===== src/rtl/decode_stage.sv =====
// RV32I/E decode: regfile read, immediate generation, pending-write scoreboard, one-entry output register.
// Latency: instruction accepted in cycle N is presented to EX in cycle N+1; one instruction per cycle.
// Backpressure: if_ready_o drops on hazard, flush or a stalled occupant; optional DECODE_WB_BYPASS_EN forwards writeback data.
module decode_stage #(
    parameter int DATA_WIDTH = 32,
    parameter int NUM_REGS   = 32
) (
    input  logic                  clk_i,
    input  logic                  rst_ni,
    input  logic                  if_valid_i,
    output logic                  if_ready_o,
    input  logic [31:0]           instr_i,
    input  logic [DATA_WIDTH-1:0] pc_i,
    input  logic                  wb_we_i,
    input  logic [4:0]            wb_waddr_i,
    input  logic [DATA_WIDTH-1:0] wb_wdata_i,
    input  logic                  flush_i,
    output logic                  ex_valid_o,
    input  logic                  ex_ready_i,
    output logic [DATA_WIDTH-1:0] ex_pc_o,
    output logic [DATA_WIDTH-1:0] ex_rs1_data_o,
    output logic [DATA_WIDTH-1:0] ex_rs2_data_o,
    output logic [DATA_WIDTH-1:0] ex_imm_o,
    output logic [4:0]            ex_rd_o,
    output logic                  ex_rd_we_o,
    output logic [6:0]            ex_opcode_o,
    output logic [2:0]            ex_funct3_o,
    output logic [6:0]            ex_funct7_o,
    output logic                  ex_illegal_o,
    output logic                  stall_o
);

    localparam int         ADDR_WIDTH = $clog2(NUM_REGS);
    localparam logic [5:0] NREGS      = 6'(NUM_REGS);

    localparam logic [6:0] OP_R      = 7'b0110011;
    localparam logic [6:0] OP_IMM    = 7'b0010011;
    localparam logic [6:0] OP_LOAD   = 7'b0000011;
    localparam logic [6:0] OP_JALR   = 7'b1100111;
    localparam logic [6:0] OP_STORE  = 7'b0100011;
    localparam logic [6:0] OP_BRANCH = 7'b1100011;
    localparam logic [6:0] OP_LUI    = 7'b0110111;
    localparam logic [6:0] OP_AUIPC  = 7'b0010111;
    localparam logic [6:0] OP_JAL    = 7'b1101111;

    logic [DATA_WIDTH-1:0] regs [NUM_REGS];
    logic [NUM_REGS-1:0]   pending_q;
    logic [NUM_REGS-1:0]   set_m, clr_m, pend_eff;

    logic [6:0]  opcode;
    logic [4:0]  rd, rs1, rs2;
    logic        use_rs1, use_rs2, use_rd, known;
    logic [31:0] imm32;
    logic        illegal, rs1_used, rs2_used, rd_we;
    logic        hazard, accept, handoff;
    logic [DATA_WIDTH-1:0] rs1_data, rs2_data;

    assign opcode = instr_i[6:0];
    assign rd     = instr_i[11:7];
    assign rs1    = instr_i[19:15];
    assign rs2    = instr_i[24:20];

    // Register usage and immediate format by opcode
    always_comb begin
        use_rs1 = 1'b0;
        use_rs2 = 1'b0;
        use_rd  = 1'b0;
        known   = 1'b1;
        imm32   = '0;
        case (opcode)
            OP_R: begin
                use_rs1 = 1'b1;
                use_rs2 = 1'b1;
                use_rd  = 1'b1;
            end
            OP_IMM, OP_LOAD, OP_JALR: begin
                use_rs1 = 1'b1;
                use_rd  = 1'b1;
                imm32   = {{20{instr_i[31]}}, instr_i[31:20]};
            end
            OP_STORE: begin
                use_rs1 = 1'b1;
                use_rs2 = 1'b1;
                imm32   = {{20{instr_i[31]}}, instr_i[31:25], instr_i[11:7]};
            end
            OP_BRANCH: begin
                use_rs1 = 1'b1;
                use_rs2 = 1'b1;
                imm32   = {{19{instr_i[31]}}, instr_i[31], instr_i[7], instr_i[30:25], instr_i[11:8], 1'b0};
            end
            OP_LUI, OP_AUIPC: begin
                use_rd = 1'b1;
                imm32  = {instr_i[31:12], 12'b0};
            end
            OP_JAL: begin
                use_rd = 1'b1;
                imm32  = {{11{instr_i[31]}}, instr_i[31], instr_i[19:12], instr_i[20], instr_i[30:21], 1'b0};
            end
            default: known = 1'b0;
        endcase
    end

    // An illegal instruction touches no registers, so it can never create or wait on a hazard
    assign illegal  = ~known | (use_rs1 & ({1'b0, rs1} >= NREGS))
                             | (use_rs2 & ({1'b0, rs2} >= NREGS))
                             | (use_rd  & ({1'b0, rd}  >= NREGS));
    assign rs1_used = use_rs1 & ~illegal;
    assign rs2_used = use_rs2 & ~illegal;
    assign rd_we    = use_rd & ~illegal & (rd != 5'd0);

    assign handoff  = ex_valid_o & ex_ready_i & ~flush_i;

    // Scoreboard set/clear masks, hazard detection and operand read
    always_comb begin
        set_m = '0;
        clr_m = '0;
        for (int i = 1; i < NUM_REGS; i++) begin
            set_m[i] = handoff & ex_rd_we_o & (ex_rd_o == 5'(i));
            clr_m[i] = wb_we_i & (wb_waddr_i == 5'(i));
        end
`ifdef DECODE_WB_BYPASS_EN
        pend_eff = pending_q & ~clr_m;
`else
        pend_eff = pending_q;
`endif
        hazard = (rs1_used & pend_eff[rs1[ADDR_WIDTH-1:0]])
               | (rs2_used & pend_eff[rs2[ADDR_WIDTH-1:0]])
               | (rd_we    & pend_eff[rd[ADDR_WIDTH-1:0]])
               | (ex_valid_o & ex_rd_we_o & ((rs1_used & (ex_rd_o == rs1))
                                           | (rs2_used & (ex_rd_o == rs2))
                                           | (rd_we    & (ex_rd_o == rd))));
        rs1_data = '0;
        rs2_data = '0;
        if (rs1_used && rs1 != 5'd0) begin
            rs1_data = regs[rs1[ADDR_WIDTH-1:0]];
`ifdef DECODE_WB_BYPASS_EN
            if (wb_we_i && wb_waddr_i == rs1) rs1_data = wb_wdata_i;
`endif
        end
        if (rs2_used && rs2 != 5'd0) begin
            rs2_data = regs[rs2[ADDR_WIDTH-1:0]];
`ifdef DECODE_WB_BYPASS_EN
            if (wb_we_i && wb_waddr_i == rs2) rs2_data = wb_wdata_i;
`endif
        end
    end

    assign if_ready_o = ~flush_i & ~hazard & (~ex_valid_o | ex_ready_i);
    assign accept     = if_valid_i & if_ready_o;
    assign stall_o    = if_valid_i & hazard;

    // Register file write port; contents are deliberately not reset
    always_ff @(posedge clk_i) begin
        if (wb_we_i && wb_waddr_i != 5'd0 && {1'b0, wb_waddr_i} < NREGS)
            regs[wb_waddr_i[ADDR_WIDTH-1:0]] <= wb_wdata_i;
    end

    // Pending-write scoreboard; a same-cycle set overrides the clear
    always_ff @(posedge clk_i or negedge rst_ni) begin
        if (!rst_ni) pending_q <= '0;
        else         pending_q <= (pending_q & ~clr_m) | set_m;
    end

    // Output register to EX: load on accept, drop on handoff or flush, otherwise hold
    always_ff @(posedge clk_i or negedge rst_ni) begin
        if (!rst_ni) begin
            ex_valid_o    <= 1'b0;
            ex_pc_o       <= '0;
            ex_rs1_data_o <= '0;
            ex_rs2_data_o <= '0;
            ex_imm_o      <= '0;
            ex_rd_o       <= '0;
            ex_rd_we_o    <= 1'b0;
            ex_opcode_o   <= '0;
            ex_funct3_o   <= '0;
            ex_funct7_o   <= '0;
            ex_illegal_o  <= 1'b0;
        end else if (accept) begin
            ex_valid_o    <= 1'b1;
            ex_pc_o       <= pc_i;
            ex_rs1_data_o <= rs1_data;
            ex_rs2_data_o <= rs2_data;
            ex_imm_o      <= DATA_WIDTH'($signed(imm32));
            ex_rd_o       <= (use_rd & ~illegal) ? rd : 5'd0;
            ex_rd_we_o    <= rd_we;
            ex_opcode_o   <= opcode;
            ex_funct3_o   <= instr_i[14:12];
            ex_funct7_o   <= instr_i[31:25];
            ex_illegal_o  <= illegal;
        end else if (handoff || flush_i) begin
            ex_valid_o    <= 1'b0;
        end
    end

endmodule


===== config.mk =====
export PLATFORM = sky130hd
export DESIGN_NAME = decode_stage
export DESIGN_NICKNAME = d
export VERILOG_FILES = /design/src/rtl/decode_stage.sv
export SDC_FILE = /design/constraint.sdc
export NUM_CORES = 2
export LEC_CHECK = 0
export BUFFER_PORTS_ARGS = -buffer_cell sky130_fd_sc_hd__buf_2
export CAP_MARGIN = 5
export CORE_MARGIN = 2
export CORE_UTILIZATION = 40
export CTS_CLUSTER_DIAMETER = 150
export DETAILED_ROUTE_END_ITERATION = 8
export GPL_ROUTABILITY_DRIVEN = 0
export PLACE_DENSITY = 0.61
export SLEW_MARGIN = 20
export SYNTH_ARGS = -nofsm -noshare
export SYNTH_HDL_FRONTEND = slang
export SYNTH_SLANG_ARGS = --single-unit

===== constraint.sdc =====
create_clock -name clk_i -period 2.3 [get_ports clk_i]
set_clock_uncertainty 0.2 [all_clocks]
set_input_delay 0.23 -clock clk_i [delete_from_list [all_inputs] [get_ports clk_i]]
set_output_delay 0.23 -clock clk_i [all_outputs]
set_load 0.005 [all_outputs]

; ---- Word level (Yosys, flattened, before mapping)
; Memories as Yosys holds them, arrays and structs flattened.
; Index checks and enable logic that the tools add are counted.
[word_totals]
output_inout_bits = 155
n_memories = 1
inputBits = 107
elab_cells = 217
mem_bits_rw = 1024
reg_bits = 185
[op_classes]
mux = 18
n_reduce_logical = 15
order_cmp = 3
eq_ne = 74
bitwise_logic = 94
[memory_table]
columns = name, words, width, rd, rd_ports_with_merged_regs, write_ports, line_no
row1 = regs, 32, 32, 2, 0, 1, 46  ; logic [DATA_WIDTH-1:0] regs [NUM_REGS];
[ops]
columns = cell, count
row1 = == test 5 bit (second input constant), 32
row2 = case mux 32 bit (5 select lines), 1
row3 = AND 1 bit, 81
row4 = == test 5 x 4 -> 1 bit (second input constant), 16
row5 = two-way mux 32 bit, 2
row6 = == test 5 x 3 -> 1 bit (second input constant), 8
row7 = AND 32 bit, 1
row8 = inverter 32 bit, 1
row9 = OR 32 bit, 1
row10 = == test 7 x 6 -> 1 bit (second input constant), 3
row11 = == test 7 bit (second input constant), 3
row12 = == test 5 x 2 -> 1 bit (second input constant), 4
row13 = nonzero test 5 bit, 4
row14 = < comparator 5 x 6 -> 1 bit (second input constant), 3
row15 = binary-select mux 1 bit (select 5 bit), 3
row16 = == test 5 bit, 3
row17 = == test 7 x 5 -> 1 bit (second input constant), 2
row18 = two-way mux 1 bit, 11
row19 = == test 5 x 1 -> 1 bit (second input constant), 2
row20 = OR reduction 9 bit, 1
row21 = == test 7 x 2 -> 1 bit (second input constant), 1
row22 = OR reduction 7 bit, 1
row23 = OR 1 bit, 6
row24 = OR reduction 3 bit, 2
row25 = 7 further kinds, 12

; ---- Depth between registers and ports, before layout
[depth]
depth_word = 14
ltp_mapped = 11
mapped_depth_nobuf = 6

; ---- Worst setup path before layout
; OpenSTA, ideal clock, no wires.
[synth_timing]
path_kind = in2reg
from = input instr_i[16]
to = register ex_rs1_data_o[0]
arrival_ns = 2.481
n_path_buf = 4
t_required_ns = 1.975
slack_ns = -0.505
setup_time_ns = 0.125
cell_stages = 9
cell_sequence = buf_2 buf_2 clkbuf_1 buf_1 mux4_2 mux4_2 mux2i_1 nor2_1 mux2_2
[synth_between]
elab_chain_len = 10
word_cells_on_any_way = 19
cone_classes = 1 x eq/ne / 3 x mux / 12 x bitwise / 2 x reduce/logical / 1 x memory
[synth_rtl]
columns = element, line_no
row1 = from (decl), 12  ; input logic [31:0] instr_i,
row2 = binary-select mux 1 bit (select 5 bit) or == test 5 bit (tied branches), "126, 129"
row3 = two-way mux 1 bit (not written as such) or AND 1 bit (tied branches), "126, 129"
row4 = AND 1 bit or OR 1 bit (tied branches), "126, 130"
row5 = OR 1 bit (on tied branches), "127, 131"
row6 = OR 1 bit or AND 1 bit (tied branches), "128, 129"
row7 = OR 1 bit, 129  ; | (ex_valid_o & ex_rd_we_o & ((rs1_used & (ex_rd_o == rs1))
row8 = inverter 1 bit, 148  ; assign if_ready_o = ~flush_i & ~hazard & (~ex_valid_o | ex_ready_i);
row9 = AND 1 bit (2 in series), 148
row10 = AND 1 bit, 149  ; assign accept = if_valid_i & if_ready_o;
row11 = to (signal assigned), 181  ; ex_rs1_data_o <= rs1_data;
row12 = to (decl), 21  ; output logic [DATA_WIDTH-1:0] ex_rs1_data_o,
; Parallel ways exist; a longest one is shown, timed or not. The select of a mux whose other input is x is not followed.
; A chain may end at the register's enable or synchronous reset.

; ---- Worst setup path after layout
[layout_timing]
from = register pending_q[11], in the netlist pend_eff[11]
to = output if_ready_o
[layout_between]
elab_chain_len = 9
word_cells_on_any_way = 15
cone_classes = 6 x mux / 9 x bitwise
[layout_rtl]
columns = element, line_no
row1 = from (decl), 47  ; logic [NUM_REGS-1:0] pending_q;
row2 = from (signal assigned), 161  ; else pending_q <= (pending_q & ~clr_m) | set_m;
row3 = binary-select mux 1 bit (select 5 bit) (on tied branches), "126, 127"
row4 = two-way mux 1 bit (on tied branches), "126, 127"
row5 = AND 1 bit (on tied branches), "126, 127"
row6 = OR 1 bit, 127  ; | (rs2_used & pend_eff[rs2[ADDR_WIDTH-1:0]])
row7 = OR 1 bit (*), 128  ; | (rd_we & pend_eff[rd[ADDR_WIDTH-1:0]])
row8 = OR 1 bit (*), 129
row9 = inverter 1 bit (*), 148
row10 = AND 1 bit (*) (2 in series), 148
row11 = to (decl), 11  ; output logic if_ready_o,
; Mark *: on every way between the ends. The rest lies on a longest branch, timed or not. The select of a mux whose other input is x is not followed.

==> impl_summary.log <==
INFO  metric core.rowCount = 136
INFO  metric synthesis.instances = 2724
INFO  metric crit_type = reg -> out
INFO  metric syn_avg_cell_area = 20.4 um2
INFO  metric chipWidth = 377 um
INFO  metric tritoncts_clock_tree = done
INFO  metric insertedDiodeCount = 0
INFO  metric worst_setup_path_end_kind = output port
INFO  metric drive_above_1_share = 47.3%
INFO  metric grt_setup_unrepaired = yes
INFO  metric start_util = 40.4%
INFO  metric post_drt_wl_per_cell = 31.8 um
INFO  metric drt_first_pass_iters = 8
INFO  metric final_net_count = 3546
INFO  metric htreeDepth = 4
INFO  metric grt_start_max_net_pins = 51
INFO  metric syn-cell-area = 55600 um2
INFO  metric synthArstFlopShare = 15.2%
INFO  metric die_y = 377 um
INFO  metric ioPinCount = 262
INFO  metric crit_path_cell_trace = mux4_2 > o22ai_4 > nor4b_4 > a211oi_2 > buf_4 > nand4_1 > nor3b_2 > buf_2
INFO  metric clock-sinks = 1208
INFO  metric synth.ff_latch_count = 1208
INFO  metric share_of_the_cycle_needed_by_the_critical_path_after_routing = 143%
INFO  metric timing.final.setup_violations = 155
INFO  metric via_count = 32600
INFO  metric dp.final_hpwl = 101000 um
INFO  metric run_status = finished with violations
INFO  metric final_hold_viol_count = 0
INFO  metric yosys_most_used_dff = sky130_fd_sc_hd__edfxtp_1
INFO  metric post-layout-total-power = 51.4 mW
INFO  metric grt_use_total = 23.6%
INFO  metric worst-slew-pin-transition = 741 ps
INFO  metric filler_cell_count = 10900
INFO  metric synth.cells.most_frequent = sky130_fd_sc_hd__edfxtp_1, sky130_fd_sc_hd__mux4_2, sky130_fd_sc_hd__dfrtp_1
INFO  metric total_wirelength_of_the_detailed_routed_design = 170000 um
INFO  metric post_synth_main_area_contributors = sky130_fd_sc_hd__edfxtp_1, sky130_fd_sc_hd__mux4_2, sky130_fd_sc_hd__dfrtp_1, sky130_fd_sc_hd__mux2_2, sky130_fd_sc_hd__mux2i_1
INFO  metric port_buffers = 261
INFO  metric layout_setup_ws = -1000 ps
INFO  metric detailedRoute.firstIterationViolations = 3722
INFO  metric failing_checks = setup timing
INFO  metric period_needed = 3300 ps
INFO  metric cell_count_after_placement = 4944
INFO  metric vias_per_inst = 6.11
INFO  metric p_leak = 24.5 nW
INFO  metric number_of_warnings_issued_by_yosys = 0
INFO  metric drv.max_cap_violation_count = 0
INFO  metric cts_clock_pin_slew_for_the_worst_setup_and_hold_paths = 50 ps
INFO  metric slowest_delay = 510 ps
INFO  metric crit_slowest_cell = sky130_fd_sc_hd__mux4_2
INFO  metric critPathLaunchType = flop
INFO  metric drc = 0
INFO  metric holdPathStages = 3
INFO  metric cts_inserted_buffers = 130
INFO  metric post-synth-top-count-cell = sky130_fd_sc_hd__edfxtp_1
INFO  metric cp_max_fo = 4
INFO  metric grt_pass1_wl = 239000 um
INFO  metric floorplan.die_area = 142000 um2
INFO  metric grt-ovfl-total = 0
INFO  metric layoutNonFillerInstCount = 5340
INFO  metric ant_nets = 0
INFO  metric grt_pass1_vias = 33800
INFO  metric layout-area-overhead-vs-synth = 24.2%
INFO  metric final_util = 50.1%
INFO  metric synth-edff-count = 1024
INFO  metric final.setup.tns = -89130 ps
INFO  metric ir_drop = 746 uV
INFO  metric power_density = 743 nW/um2
INFO  metric netlist.top_cell.by_area = sky130_fd_sc_hd__edfxtp_1
INFO  metric maxSlewHeadroom = 50.4%
INFO  metric reg2regPathDepth = 11
INFO  metric cp.required = 1870 ps
INFO  metric synth_cell_types = 53
INFO  metric clk_path_buf_depth = 3
INFO  metric clk_latency = 770 ps
INFO  metric fmax = 0.303 GHz
INFO  metric finalMaxSlewViolations = 0
INFO  metric root_buffer = sky130_fd_sc_hd__clkbuf_16
INFO  metric core_area = 138000 um2
INFO  metric hp-class = in -> reg
INFO  metric antenna_found_initial = 4
INFO  metric cp_data_arrival_time = 2870 ps
INFO  metric synth_top_cell_area_share = 55.3%
INFO  metric seq_area_frac_synth = 63.5%
INFO  metric timing.hold.ws = 45.0 ps
-- what timing repair did --
action,CTS,global route
endpoints found under the hold margin,1343,0
cloned,1,11
gates resized for setup,25,47
pin swaps,9,8
hold buffers,121,0
setup buffers,13,20
endpoints found under the setup margin,155,155
-- cell usage in the layout (no fill, tap or decap), types with 24 or more instances in the layout --
cell and instances:
sky130_fd_sc_hd__nor2_4 27, sky130_fd_sc_hd__clkbuf_16 143, sky130_fd_sc_hd__mux4_2 659, sky130_fd_sc_hd__mux2i_1 66, sky130_fd_sc_hd__mux2_4 42, sky130_fd_sc_hd__buf_4 232
sky130_fd_sc_hd__buf_2 249, sky130_fd_sc_hd__nand2_1 114, sky130_fd_sc_hd__mux2_2 84, sky130_fd_sc_hd__o21ai_0 50, sky130_fd_sc_hd__dlygate4sd3_1 120, sky130_fd_sc_hd__dfrtp_1 184
sky130_fd_sc_hd__clkbuf_1 24, sky130_fd_sc_hd__edfxtp_1 1024, sky130_fd_sc_hd__nor2_1 49, sky130_fd_sc_hd__inv_1 37, sky130_fd_sc_hd__buf_12 122, sky130_fd_sc_hd__conb_1 32
sky130_fd_sc_hd__a21oi_1 54
-- final cells by class --
cell class              count  area [um2]  share of cell area, %
clock buffers             163        3500                   5.07
well taps                1794        2240                   3.25
flip-flops and latches   1208       35400                   51.2
multi-input cells        1303       19700                   28.5
repair buffers            758        7280                   10.5
inverters                  38         143                  0.206
clock inverters            76         915                   1.32
-- metal layers --
metal  track usage, %  routed length, um  part of all wire (%)  vias to the layer above
li1                 -                  -                     -                    13000
met1             30.7              64100                    38                    17400
met2             38.7              83100                    49                     1853
met3             5.56              16200                   9.5                      330
met4             8.76               6240                   3.7                        6
met5                0                 36                 0.021                        -
-- sequential cells by signal (all words and copies together), names as in the netlist --
| register | flops |
|---|---|
| regs | 1024 |
| ex_imm_o | 32 |
| ex_pc_o | 32 |
| ex_rs1_data_o | 32 |
| ex_rs2_data_o | 32 |
| pend_eff | 31 |
| ex_funct7_o | 7 |
| ex_opcode_o | 7 |
| ex_rd_o | 5 |
| ex_funct3_o | 3 |
| ex_illegal_o | 1 |
| ex_rd_we_o | 1 |
| ex_valid_o | 1 |
-- metrics by stage --
stage / setup slack [ps] / area, um2
6_report: -1000 / 69100
5_1_grt: -1100 / 69100
4_1_cts: -1040 / 68500
3_5_place_dp: -570 / 62600
3_3_place_gp: -607 / 62600
2_1_floorplan: -364 / 56800
-- power by group --
| group | switching [mW] | internal (mW) |
|---|---|---|
| Sequential | 0.266 | 24.3 |
| Clock | 8.82 | 12.9 |
| Combinational | 2.41 | 2.69 |
| Total | 11.5 | 39.9 |
-- kinds of logic after synthesis --
logic type | share of synthesized area (%)
flops | 63.5
mux | 30.7
simple gates | 2.15
buf+inv | 1.95
compound gates | 1.40
xor+xnor | 0.236
other cells | 0.00674
-- critical path: cells and delay by family, from the launching register on --
kind                   cells  cell delay (ps)
AO/OA/AOI/OAI              2              450
buffers and inverters      2              280
flip-flops                 1              410
multiplexers               1              510
AND/OR/NAND/NOR            3              450
-- path summary, 6_finish.rpt --
path                               from           endpoint  slack, ps
max                        pend_eff[11]         if_ready_o      -1000
min                            pc_i[16]        ex_pc_o[16]         40
max reg2reg                pend_eff[11]   ex_rs2_data_o[0]       -650
min reg2reg                 ex_pc_o[23]        ex_pc_o[23]        300
max in group asynchronous        rst_ni  ex_rs1_data_o[17]       1150
min in group asynchronous        rst_ni       pend_eff[20]        430
(Power assumes the default switching activity.)
